### src/rtl/audio_out_buffer_if.sv
// Stream interface of the audio output buffer: filter-stage input and codec-side output.
//
// Handshake: the input side is a one-cycle strobe with no back-pressure. A pair on
// left_in/right_in is offered whenever in_valid is high, and the buffer either stores
// it or drops it in that same cycle. On the output side, write_ready means the codec
// can take a pair this cycle. write high means writedata_* is consumed at the next
// rising clock edge. write never rises unless write_ready is high.
interface audio_out_buffer_if #(
    parameter int DATA_WIDTH = 24
);
    logic                  in_valid;
    logic [DATA_WIDTH-1:0] left_in;
    logic [DATA_WIDTH-1:0] right_in;
    logic                  write_ready;
    logic                  write;
    logic [DATA_WIDTH-1:0] writedata_left;
    logic [DATA_WIDTH-1:0] writedata_right;

    // Producer of samples and owner of the codec ready line.
    modport master (
        output in_valid, left_in, right_in, write_ready,
        input  write, writedata_left, writedata_right
    );

    // The buffer itself.
    modport slave (
        input  in_valid, left_in, right_in, write_ready,
        output write, writedata_left, writedata_right
    );
endinterface

### src/rtl/audio_out_buffer.sv
// Audio output buffer: a circular stereo-pair FIFO between the filter and the codec.
// It primes to half full before streaming. It drops pairs on overflow and returns
// to priming on underrun, with a sticky flag for each event.
module audio_out_buffer #(
    parameter int DATA_WIDTH = 24,
    parameter int ADDR_WIDTH = 4
) (
    input  logic                  clock,
    input  logic                  reset,
    audio_out_buffer_if.slave     bus,
    input  logic                  clear_err,
    output logic [ADDR_WIDTH:0]   count,
    output logic                  full,
    output logic                  empty,
    output logic                  overflow,
    output logic                  underrun,
    output logic                  state_dbg
);
    localparam int DEPTH = 1 << ADDR_WIDTH;
    localparam logic [ADDR_WIDTH:0] DEPTH_C  = {1'b1, {ADDR_WIDTH{1'b0}}};
    localparam logic [ADDR_WIDTH:0] THRESH_C = {2'b01, {(ADDR_WIDTH-1){1'b0}}};

    typedef enum logic {
        PRIME  = 1'b0,
        STREAM = 1'b1
    } state_t;

    state_t                    state;
    logic [2*DATA_WIDTH-1:0]   mem [DEPTH];
    logic [ADDR_WIDTH-1:0]     wr_ptr;
    logic [ADDR_WIDTH-1:0]     rd_ptr;
    logic [2*DATA_WIDTH-1:0]   head;
    logic                      pop;
    logic                      push;
    logic                      drop;
    logic                      starve;

    assign empty = (count == '0);
    assign full  = (count == DEPTH_C);

    // The codec consumes only while streaming and only when there is data to give.
    assign pop    = (state == STREAM) & bus.write_ready & ~empty;
    // A full buffer still accepts a pair when the head leaves in the same cycle.
    assign push   = bus.in_valid & (~full | pop);
    assign drop   = bus.in_valid & full & ~pop;
    assign starve = (state == STREAM) & bus.write_ready & empty;

    assign bus.write = pop;
    assign state_dbg = (state == STREAM);

    // Gating on empty keeps stale storage hidden after reset and after a drain.
    assign head = empty ? '0 : mem[rd_ptr];
    assign bus.writedata_left  = head[2*DATA_WIDTH-1:DATA_WIDTH];
    assign bus.writedata_right = head[DATA_WIDTH-1:0];

    // Sample storage. It is not reset, because nothing reads it while count is zero.
    always_ff @(posedge clock) begin
        if (push) begin
            mem[wr_ptr] <= {bus.left_in, bus.right_in};
        end
    end

    // Pointers and occupancy. The pointers wrap naturally at DEPTH-1.
    always_ff @(posedge clock or posedge reset) begin
        if (reset) begin
            wr_ptr <= '0;
            rd_ptr <= '0;
            count  <= '0;
        end else begin
            if (push) begin
                wr_ptr <= wr_ptr + 1'b1;
            end
            if (pop) begin
                rd_ptr <= rd_ptr + 1'b1;
            end
            if (push & ~pop) begin
                count <= count + 1'b1;
            end else if (pop & ~push) begin
                count <= count - 1'b1;
            end
        end
    end

    // Prime/stream control plus the sticky flags. A new event wins over clear_err.
    always_ff @(posedge clock or posedge reset) begin
        if (reset) begin
            state    <= PRIME;
            overflow <= 1'b0;
            underrun <= 1'b0;
        end else begin
            case (state)
                PRIME: begin
                    if (count >= THRESH_C) begin
                        state <= STREAM;
                    end
                end
                STREAM: begin
                    if (starve) begin
                        state <= PRIME;
                    end
                end
                default: state <= PRIME;
            endcase

            if (drop) begin
                overflow <= 1'b1;
            end else if (clear_err) begin
                overflow <= 1'b0;
            end

            if (starve) begin
                underrun <= 1'b1;
            end else if (clear_err) begin
                underrun <= 1'b0;
            end
        end
    end
endmodule

### src/flat_wrapper.sv
// flat-port wrapper written by rule: the top's interface ports become plain ports
module audio_out_buffer_flat 
#(
    parameter int DATA_WIDTH = 24,
    parameter int ADDR_WIDTH = 4
)
  (clock, reset, clear_err, count, full, empty, overflow, underrun, state_dbg, bus_in_valid, bus_left_in, bus_right_in, bus_write_ready, bus_write, bus_writedata_left, bus_writedata_right);
  audio_out_buffer_if #(.DATA_WIDTH(DATA_WIDTH)) bus_i ();
  input  logic clock;
  input  logic reset;
  input  logic clear_err;
  output logic [ADDR_WIDTH:0] count;
  output logic full;
  output logic empty;
  output logic overflow;
  output logic underrun;
  output logic state_dbg;
  input wire logic [$bits(bus_i.in_valid)-1:0] bus_in_valid;
  input wire logic [$bits(bus_i.left_in)-1:0] bus_left_in;
  input wire logic [$bits(bus_i.right_in)-1:0] bus_right_in;
  input wire logic [$bits(bus_i.write_ready)-1:0] bus_write_ready;
  output wire logic [$bits(bus_i.write)-1:0] bus_write;
  output wire logic [$bits(bus_i.writedata_left)-1:0] bus_writedata_left;
  output wire logic [$bits(bus_i.writedata_right)-1:0] bus_writedata_right;
  assign bus_i.in_valid = bus_in_valid;
  assign bus_i.left_in = bus_left_in;
  assign bus_i.right_in = bus_right_in;
  assign bus_i.write_ready = bus_write_ready;
  assign bus_write = bus_i.write;
  assign bus_writedata_left = bus_i.writedata_left;
  assign bus_writedata_right = bus_i.writedata_right;
  audio_out_buffer #(.DATA_WIDTH(DATA_WIDTH), .ADDR_WIDTH(ADDR_WIDTH)) u_core (.clock(clock), .reset(reset), .bus(bus_i), .clear_err(clear_err), .count(count), .full(full), .empty(empty), .overflow(overflow), .underrun(underrun), .state_dbg(state_dbg));
endmodule
### config.mk
export PLATFORM = sky130hd
export DESIGN_NAME = audio_out_buffer_flat
export DESIGN_NICKNAME = d
export VERILOG_FILES = /design/src/rtl/audio_out_buffer_if.sv /design/src/rtl/audio_out_buffer.sv /design/src/flat_wrapper.sv
export SDC_FILE = /design/constraint.sdc
export NUM_CORES = 1
export LEC_CHECK = 0
export ABC_CLOCK_PERIOD_IN_PS = 5800
export BUFFER_PORTS_ARGS = -buffer_cell sky130_fd_sc_hd__buf_2
export CAP_MARGIN = 20
export CORE_MARGIN = 1
export CORE_UTILIZATION = 50
export CTS_CLUSTER_DIAMETER = 80
export CTS_CLUSTER_SIZE = 16
export DETAILED_ROUTE_END_ITERATION = 10
export GPL_ROUTABILITY_DRIVEN = 0
export HOLD_SLACK_MARGIN = 0.12
export PLACE_DENSITY = 0.74
export RECOVER_POWER = 25
export SLEW_MARGIN = 30
export SYNTH_ARGS = -nofsm -noshare
export SYNTH_HDL_FRONTEND = slang
export SYNTH_SLANG_ARGS = --single-unit
### constraint.sdc
create_clock -name clock -period 5.8 [get_ports clock]
set_input_delay 1.16 -clock clock [delete_from_list [all_inputs] [get_ports clock]]
set_output_delay 1.16 -clock clock [all_outputs]
set_load 0.02 [all_outputs]
### Yosys cells after proc, flatten, opt, wreduce, memory -nomap -nowiden

Memories as Yosys holds them, arrays and structs flattened.
Index checks and enable logic that the tools add are counted.

| word-level totals | value |
|---|---|
| flip-flop bits (word level) | 16 |
| memory bits (writable) | 768 |
| input port bits | 53 |
| output and inout port bits | 59 |
| logic and storage cells | 42 |
| memories | 1 |

| cells by class | value |
|---|---|
| add/subtract/negate cells | 4 |
| $lt $le $gt $ge | 1 |
| equal/unequal tests | 1 |
| mux-type cells | 11 |
| bitwise logic cells | 14 |
| reductions and logical operators | 4 |

Memory list:

| memory | depth | bits a word | rd ports | clocked after memory_dff | wr ports | line | text |
|---|---|---|---|---|---|---|---|
| u_core.mem | 16 | 48 | 1 | 0 | 1 | audio_out_buffer.sv:29 | `logic [2*DATA_WIDTH-1:0] mem [DEPTH];` |

Operator list:

| cell | number |
|---|---|
| $mux 48 | 1 |
| $mux 5 | 2 |
| $add 4x1->4 const B | 2 |
| $and 1x1->1 | 8 |
| $mux 1 | 7 |
| $reduce_bool 2->1 | 3 |
| $add 5x1->5 const B | 1 |
| $eq 5x5->1 const B | 1 |
| $ge 5x4->1 const B | 1 |
| $logic_not 5->1 | 1 |
| $not 1->1 | 5 |
| $sub 5x1->5 const B | 1 |
| $pmux 1 s2 | 1 |
| $or 1x1->1 | 1 |

### Longest topological paths before layout

Gate-level depths: netlist of run 1.

| logic depth | value |
|---|---|
| word-level depth | 9 |
| mapped depth | 10 |

### Worst setup path before layout of run 1

OpenSTA, ideal clock, no wires.

| timing path | value |
|---|---|
| path kind | input port to flip-flop |
| start | in bus_write_ready |
| end | mem u_core.mem[10][0] (netlist name), enable pin |
| setup time | 0.513 ns |
| arrival | 4.895 ns |
| data required time | 5.287 ns |
| setup slack | 0.392 ns |
| cell stages on the path | 4 |
| buffers on the path | 1 |
| cell sequence | and2_1 o31ai_4 buf_2 nor3_1 |

| between the ends | value |
|---|---|
| longest elaborated chain between the ends | 6 |

RTL lines:

| element | line | text |
|---|---|---|
| from (decl) | flat_wrapper.sv:21 | `input wire logic [$bits(bus_i.write_ready)-1:0] bus_write_ready;` |
| $and 1x1->1 (2 in a row) | audio_out_buffer.sv:42 | `assign pop = (state == STREAM) & bus.write_ready & ~empty;` |
| $or 1x1->1 | audio_out_buffer.sv:44 | `assign push = bus.in_valid & (~full \| pop);` |
| $and 1x1->1 | audio_out_buffer.sv:44 |  |
| $mux 1 | audio_out_buffer.sv:58 | `if (push) begin` |
| $mux 1 (not written as such) | audio_out_buffer.sv:59 | `mem[wr_ptr] <= {bus.left_in, bus.right_in};` |
| to (decl) | audio_out_buffer.sv:29 |  |

Every way passes these cells.

### Final worst setup path of run 1

| timing path | value |
|---|---|
| start | reg u_core.rd_ptr[1] |
| end | out bus_writedata_right[6] |

| between the ends | value |
|---|---|
| longest elaborated chain between the ends | 2 |

RTL lines:

| element | line | text |
|---|---|---|
| from (decl) | audio_out_buffer.sv:31 | `logic [ADDR_WIDTH-1:0] rd_ptr;` |
| from (signal assigned) | audio_out_buffer.sv:74 | `rd_ptr <= rd_ptr + 1'b1;` |
| $mem_v2 16x48 | n/a |  |
| $mux 48 | audio_out_buffer.sv:52 | `assign head = empty ? '0 : mem[rd_ptr];` |
| to (decl) | flat_wrapper.sv:24 | `output wire logic [$bits(bus_i.writedata_right)-1:0] bus_writedata_right;` |

Every way passes these cells.

==> impl_metrics.py, run 1 <==
metrics = {
    "clock_network": {
        "postCtsSetupBuffers": 0,
        "cts_buffer_depth": 3,
        "cts.sinks": 784,
        "cts-root-buf": "clkbuf_16",
        "cts_tree": "yes",
        "cts_resized": 0,
        "cts_hold_buf": 0,
        "cts.clk_slew.worst_paths_ps": 80,
        "numCtsBuffers": 55,
        "htreeDepth": 2,
        "clk-insertion-delay-late_ps": 620,
    },
    "run_status": {
        "violations": "design-rule violations",
        "status": "complete, but fails checks",
    },
    "synthesis": {
        "synth_enable_flop_cells": 768,
        "yosys_register_bits": 784,
        "synth_common_cells": "768 x edfxtp_1, 194 x mux2i_1, 141 x a22oi_1",
        "synthCells": 1510,
        "synth.largest_area_cell": "edfxtp_1",
        "synth_area_um2": 30200,
        "synth.avg_cell_area_um2": 20.00,
        "synthArstFlopShare_pct": 2.041,
        "synth-main-ff-cell": "edfxtp_1",
        "synth_cell_type_count": 41,
        "synth_most_common_cell": "edfxtp_1",
        "yosysWarningCount": 0,
        "synth.net_count": 1574,
        "seq_area_frac_synth_pct": 77.68,
        "yosysTopAreaCellShare_pct": 76.35,
        "synth_area_leaders": "edfxtp_1 76%, mux4_2 7.2%, mux2i_1 6.4%",
    },
    "critical_path": {
        "end_kind": "primary output",
        "r2r_setup_slack_ps": 2500,
        "critical_path_class": "reg -> out",
        "start_kind": "flip-flop",
        "worst-path-max-fanout": 55,
        "critical_path_arrival_ps": 3640,
        "cp_data_required_time_ps": 4640,
    },
    "hold_path": {
        "hold_path_class": "reg -> reg",
    },
    "cells_and_area": {
        "seq_area_um2": 23470,
        "nFillCells": 4356,
        "area_growth_pct": 10.08,
        "drive_gt1_share_pct": 18.51,
        "nNetsFinal": 1696,
        "multi_input_area_um2": 6414,
    },
    "grt": {
        "grt_pass1_wl_um": 93730,
        "grt_pass1_vias": 15093,
        "antenna_found_initial": 5,
        "overflow": 0,
        "grt_max_degree": 133,
        "globalRouteTotalUtil_pct": 20.67,
    },
    "die": {
        "core_area_um2": 59350,
        "die_h_um": 247.8,
        "rows": 89,
        "die_x_um": 247.8,
        "design.die.area_um2": 61390,
        "start_util_pct": 50.89,
        "io_pins": 112,
    },
    "sta": {
        "tightest_slew_ps": 987.3,
        "setup_viol": 0,
        "fin_crit_ps": 4796,
        "skew_ps": 34.20,
        "fmax_ghz": 0.2085,
        "finalMaxSlewViolations": 0,
        "hold_viol": 0,
        "timing.hold.ws_ps": 506.0,
        "fin_crit_sh_pct": 82.70,
        "tns_ps": 0,
        "max_slew_margin_pct": 34.18,
        "rsz0062_at_grt": "no",
    },
    "job": {
        "drv_cap": 0,
    },
    "detailed_routing": {
        "drt_wl_total_um": 62550,
        "drc_errors": 2,
        "viasPerCell": 6.060,
        "first_iter_violations": 1360,
        "first_pass_iters": 8,
        "detail-route-antenna-nets": 0,
        "dr_total_vias": 14666,
        "routedWlPerCell_um": 25.85,
    },
    "placed_design": {
        "port_buffers": 111,
        "dpl.hpwl_um": 32840,
    },
    "power_and_ir_drop": {
        "p_per_area_nw_per_um2": 482.2,
        "leakage_nw": 11.00,
        "ir_drop_v": 0.0003246,
    },
}
[worst max-delay path, stage by stage, from the launching register on]
cell	delay, ps
dfrtp_4	1010
buf_4	750
mux4_2	420
a22oi_1	340
o21ai_0	200
buf_2	230
[per-stage QoR]
step           std cells  total power [W]  cell area, µm²  util, %  setup slack, ps
2_1_floorplan       1510          0.01090           30200        -            392.0
3_5_place_dp        2346          0.01270           31770    53.53             1451
6_report            2420          0.01603           33250    56.02             1004
4_1_cts             2413          0.01615           33230    55.99            784.2
3_3_place_gp        2343          0.01253           31710    53.42             1479
5_1_grt             2416          0.01671           33240    56.00            904.0
[where the power goes]
part           switching (W)  internal [W]  leakage [nW]  total (W)
Sequential          0.000346       0.00682          7.13    0.00717
Combinational        0.00332       0.00206          3.16    0.00537
Clock                0.00175       0.00174         0.716    0.00349
[final cells by class]
type / instances / area share [%]
inverters: 10 / 0.1129
diodes: 5 / 0.03763
multi-input cells: 632 / 19.29
flip-flops and latches: 784 / 70.60
clock inverters: 4 / 0.1656
repair buffers: 149 / 2.657
well taps: 773 / 2.909
clock buffers: 63 / 4.230
[kinds of logic (layout without fill, tap and decap cells)]
family,count (synthesis),count (layout),synth area share [%]
other cells,0,5,0
mux,291,291,13.62
fa+ha+maj,11,11,0.4805
compound gates,205,205,4.723
flops,784,784,77.68
simple gates,116,116,1.736
buf+inv,94,226,1.495
xor+xnor,9,9,0.2610
[registers in the layout, indices dropped and copies added (netlist names)]
register / count
u_core.underrun: 1
u_core.state_dbg: 1
u_core.mem: 768
u_core.overflow: 1
u_core.rd_ptr: 4
u_core.count: 5
u_core.wr_ptr: 4
[cell usage in the layout, fill, tap and decap left out, drive strengths merged, types with 12 or more instances in the layout]
| master | synthesis | final |
|---|---|---|
| buf | 59 | 116 |
| edfxtp | 768 | 768 |
| o21ai | 51 | 51 |
| nand2 | 72 | 72 |
| mux4 | 96 | 96 |
| a22oi | 141 | 141 |
| nor3 | 12 | 12 |
| mux2i | 194 | 194 |
| dfrtp | 16 | 16 |
| clkbuf | 25 | 96 |
| inv | 10 | 12 |
[layer usage]
metal,track usage [%],wire (µm),vias up
li1,-,-,6382
met1,28.04,25800,7686
met2,35.22,31710,504
met3,2.725,3765,88
met4,5.792,1227,6
met5,0,43,-
[final timing paths]
kind | from | cells past startpoint | end
setup reg to reg | u_core.count[0] | 11 | u_core.count[4]
hold reg to reg | u_core.underrun | 1 | u_core.underrun
hold / removal | u_core.underrun | 1 | u_core.underrun
setup / recovery | u_core.rd_ptr[1] | 5 | bus_writedata_right[6]
max in group asynchronous | reset | 2 | u_core.rd_ptr[3]
min in group asynchronous | reset | 2 | u_core.rd_ptr[1]
(Power assumes the default switching activity.)
==> run 2, diff against run 1 <==
--- a/config.mk
+++ b/config.mk
@@ -5,7 +5,7 @@
 export SDC_FILE = /design/constraint.sdc
 export NUM_CORES = 1
 export LEC_CHECK = 0
-export ABC_CLOCK_PERIOD_IN_PS = 5800
+export ABC_CLOCK_PERIOD_IN_PS = 4200
 export BUFFER_PORTS_ARGS = -buffer_cell sky130_fd_sc_hd__buf_2
 export CAP_MARGIN = 20
 export CORE_MARGIN = 1
@@ -15,7 +15,7 @@
 export DETAILED_ROUTE_END_ITERATION = 10
 export GPL_ROUTABILITY_DRIVEN = 0
 export HOLD_SLACK_MARGIN = 0.12
-export PLACE_DENSITY = 0.74
+export PLACE_DENSITY = 0.76
 export RECOVER_POWER = 25
 export SLEW_MARGIN = 30
 export SYNTH_ARGS = -nofsm -noshare
==> constraint.sdc (replaced) <==
create_clock -name clock -period 4.2 [get_ports clock]
set_input_delay 0.84 -clock clock [delete_from_list [all_inputs] [get_ports clock]]
set_output_delay 0.84 -clock clock [all_outputs]
set_load 0.02 [all_outputs]
==> run 2 against run 1 <==
The flow still finishes with violations (design-rule violations). Total power rose by 39%. Final area rose by 0.50%. Count of clock-buffer cells in the layout did not move. Die area did not move. Via count rose by 1.1%. Sequential cell count did not move. Critical endpoint is now bus_writedata_left[20].
==> impl_metrics.py, run 2 (synthesis gave the netlist of run 1 again) <==
metrics = {
    "sta": {
        "fmax_ghz": 0.2456,
        "hold_viol": 0,
        "tns_ps": 0,
        "tightest_slew_ps": 959.3,
        "finalMaxSlewViolations": 0,
        "skew_ps": 19.32,
        "max_slew_margin_pct": 36.05,
        "fin_crit_sh_pct": 96.93,
        "setup_viol": 0,
        "fin_crit_ps": 4071,
    },
    "clock_network": {
        "cts_hold_buf": 0,
        "cts_tree": "yes",
        "cts.sinks": 784,
        "clk-insertion-delay-late_ps": 620,
        "cts_buffer_depth": 3,
        "cts_resized": 0,
        "htreeDepth": 2,
        "cts.clk_slew.worst_paths_ps": 80,
        "cts-root-buf": "clkbuf_16",
        "numCtsBuffers": 55,
        "postCtsSetupBuffers": 0,
    },
    "detailed_routing": {
        "viasPerCell": 6.106,
        "first_iter_violations": 1446,
        "drc_errors": 7,
        "drt_wl_total_um": 63970,
        "dr_total_vias": 14832,
        "detail-route-antenna-nets": 0,
        "first_pass_iters": 8,
        "routedWlPerCell_um": 26.34,
    },
    "critical_path": {
        "crit_slowest_cell": "dfrtp_4",
        "critical_path_class": "reg -> out",
        "start_kind": "flip-flop",
        "crit_family": "compound AO/OA/AOI/OAI gates",
        "critical_path_arrival_ps": 3230,
        "cpPeakStageDelay_ps": 680,
        "rr_startpoint": "u_core.count[0]",
        "r2r-end": "u_core.count[4]",
        "reg2reg_depth": 10,
        "worst-path-buf-inv": 3,
        "cpMostUsedCell": "buf_4",
        "r2r_setup_slack_ps": 1170,
        "end_kind": "primary output",
        "crit_chain": "buf_4 > nor2b_4 > buf_4 > a22oi_1 > nand2_1 > o21ai_0 > buf_2",
        "worst-path-max-fanout": 24,
        "cp_data_required_time_ps": 3360,
    },
    "die": {
        "design.die.area_um2": 61390,
        "die_h_um": 247.8,
        "io_pins": 112,
        "die_x_um": 247.8,
        "rows": 89,
        "core_area_um2": 59350,
        "start_util_pct": 50.89,
    },
    "cells_and_area": {
        "seq_area_um2": 23470,
        "nNetsFinal": 1706,
        "layout_common_cells": "768 x edfxtp_1, 194 x mux2i_1, 141 x a22oi_1",
        "nFillCells": 4328,
        "area_growth_pct": 10.64,
        "multi_input_area_um2": 6414,
        "fin_util_pct": 56.30,
        "regMostFlops": "u_core.mem",
        "drive_gt1_share_pct": 18.92,
        "layout_commonest_cell": "edfxtp_1",
        "largest_registers": "u_core.mem: 768 flops, u_core.count: 5 flops",
        "largest_reg_flops": 768,
    },
    "job": {
        "drv_cap": 0,
    },
    "run_status": {
        "violations": "design-rule violations",
        "status": "complete, but fails checks",
    },
    "grt": {
        "grt_pass1_vias": 15377,
        "antenna_found_initial": 2,
        "grt_max_degree": 71,
        "grt_pass1_wl_um": 95370,
        "overflow": 0,
        "globalRouteTotalUtil_pct": 21.17,
    },
    "power_and_ir_drop": {
        "ir_drop_v": 0.0004319,
        "p_per_area_nw_per_um2": 667.4,
        "leakage_nw": 11.07,
    },
    "hold_path": {
        "hold_path_class": "in -> async",
    },
    "placed_design": {
        "dpl.hpwl_um": 34370,
        "port_buffers": 111,
    },
}
## run 2: metal layers
layer	global-route usage, %	up-vias	share of wire [%]
met5	0	-	0
met4	6.478	0	2.5
met3	3.006	98	6.0
met2	36.36	533	51
met1	28.09	7802	41
li1	-	6399	-
## run 2: area by class of cell
| type | instances | area share (%) |
|---|---|---|
| antenna | 2 | 0.01498 |
| clock buffer | 63 | 4.208 |
| clock inverter | 6 | 0.2134 |
| inverter | 10 | 0.1123 |
| multi-input combinational | 632 | 19.19 |
| sequential | 784 | 70.25 |
| tap | 773 | 2.894 |
| timing repair buffer | 159 | 3.119 |
## run 2: worst max-delay path by stage
| stage | startpoint | endpoint | slack (ps) | cells after the start |
|---|---|---|---|---|
| 6_report | u_core.rd_ptr[0] | bus_writedata_left[20] | 130 | 7 |
| 5_1_grt | u_core.rd_ptr[0] | bus_writedata_left[10] | -9 | 5 |
| 4_1_cts | u_core.rd_ptr[0] | bus_writedata_left[7] | 130 | 5 |
| 3_5_place_dp | u_core.rd_ptr[0] | bus_writedata_left[10] | 840 | 5 |
| 3_3_place_gp | u_core.rd_ptr[0] | bus_writedata_left[10] | 870 | 5 |
| 2_1_floorplan | bus_write_ready | u_core.mem[10][0] | -890 | 4 |
## run 2: per-stage QoR
step	hold slack [ps]	cells	area (µm²)	setup WS (ps)	total power, W
final	323.2	2429	33420	129.1	0.02230
after global routing	328.4	2429	33420	-8.952	0.02327
after CTS	304.5	2426	33430	134.6	0.02245
after detailed placement	490.1	2357	31950	843.2	0.01768
after global placement	466.3	2357	31950	874.5	0.01749
after floorplan	565.3	1510	30200	-888.0	0.01505
## run 2: where the power goes
part	internal [W]	total (W)	leakage (nW)	switching (W)
Clock	0.00237	0.00481	0.719	0.00244
Combinational	0.00292	0.00763	3.23	0.00470
Sequential	0.00942	0.00986	7.13	0.000443
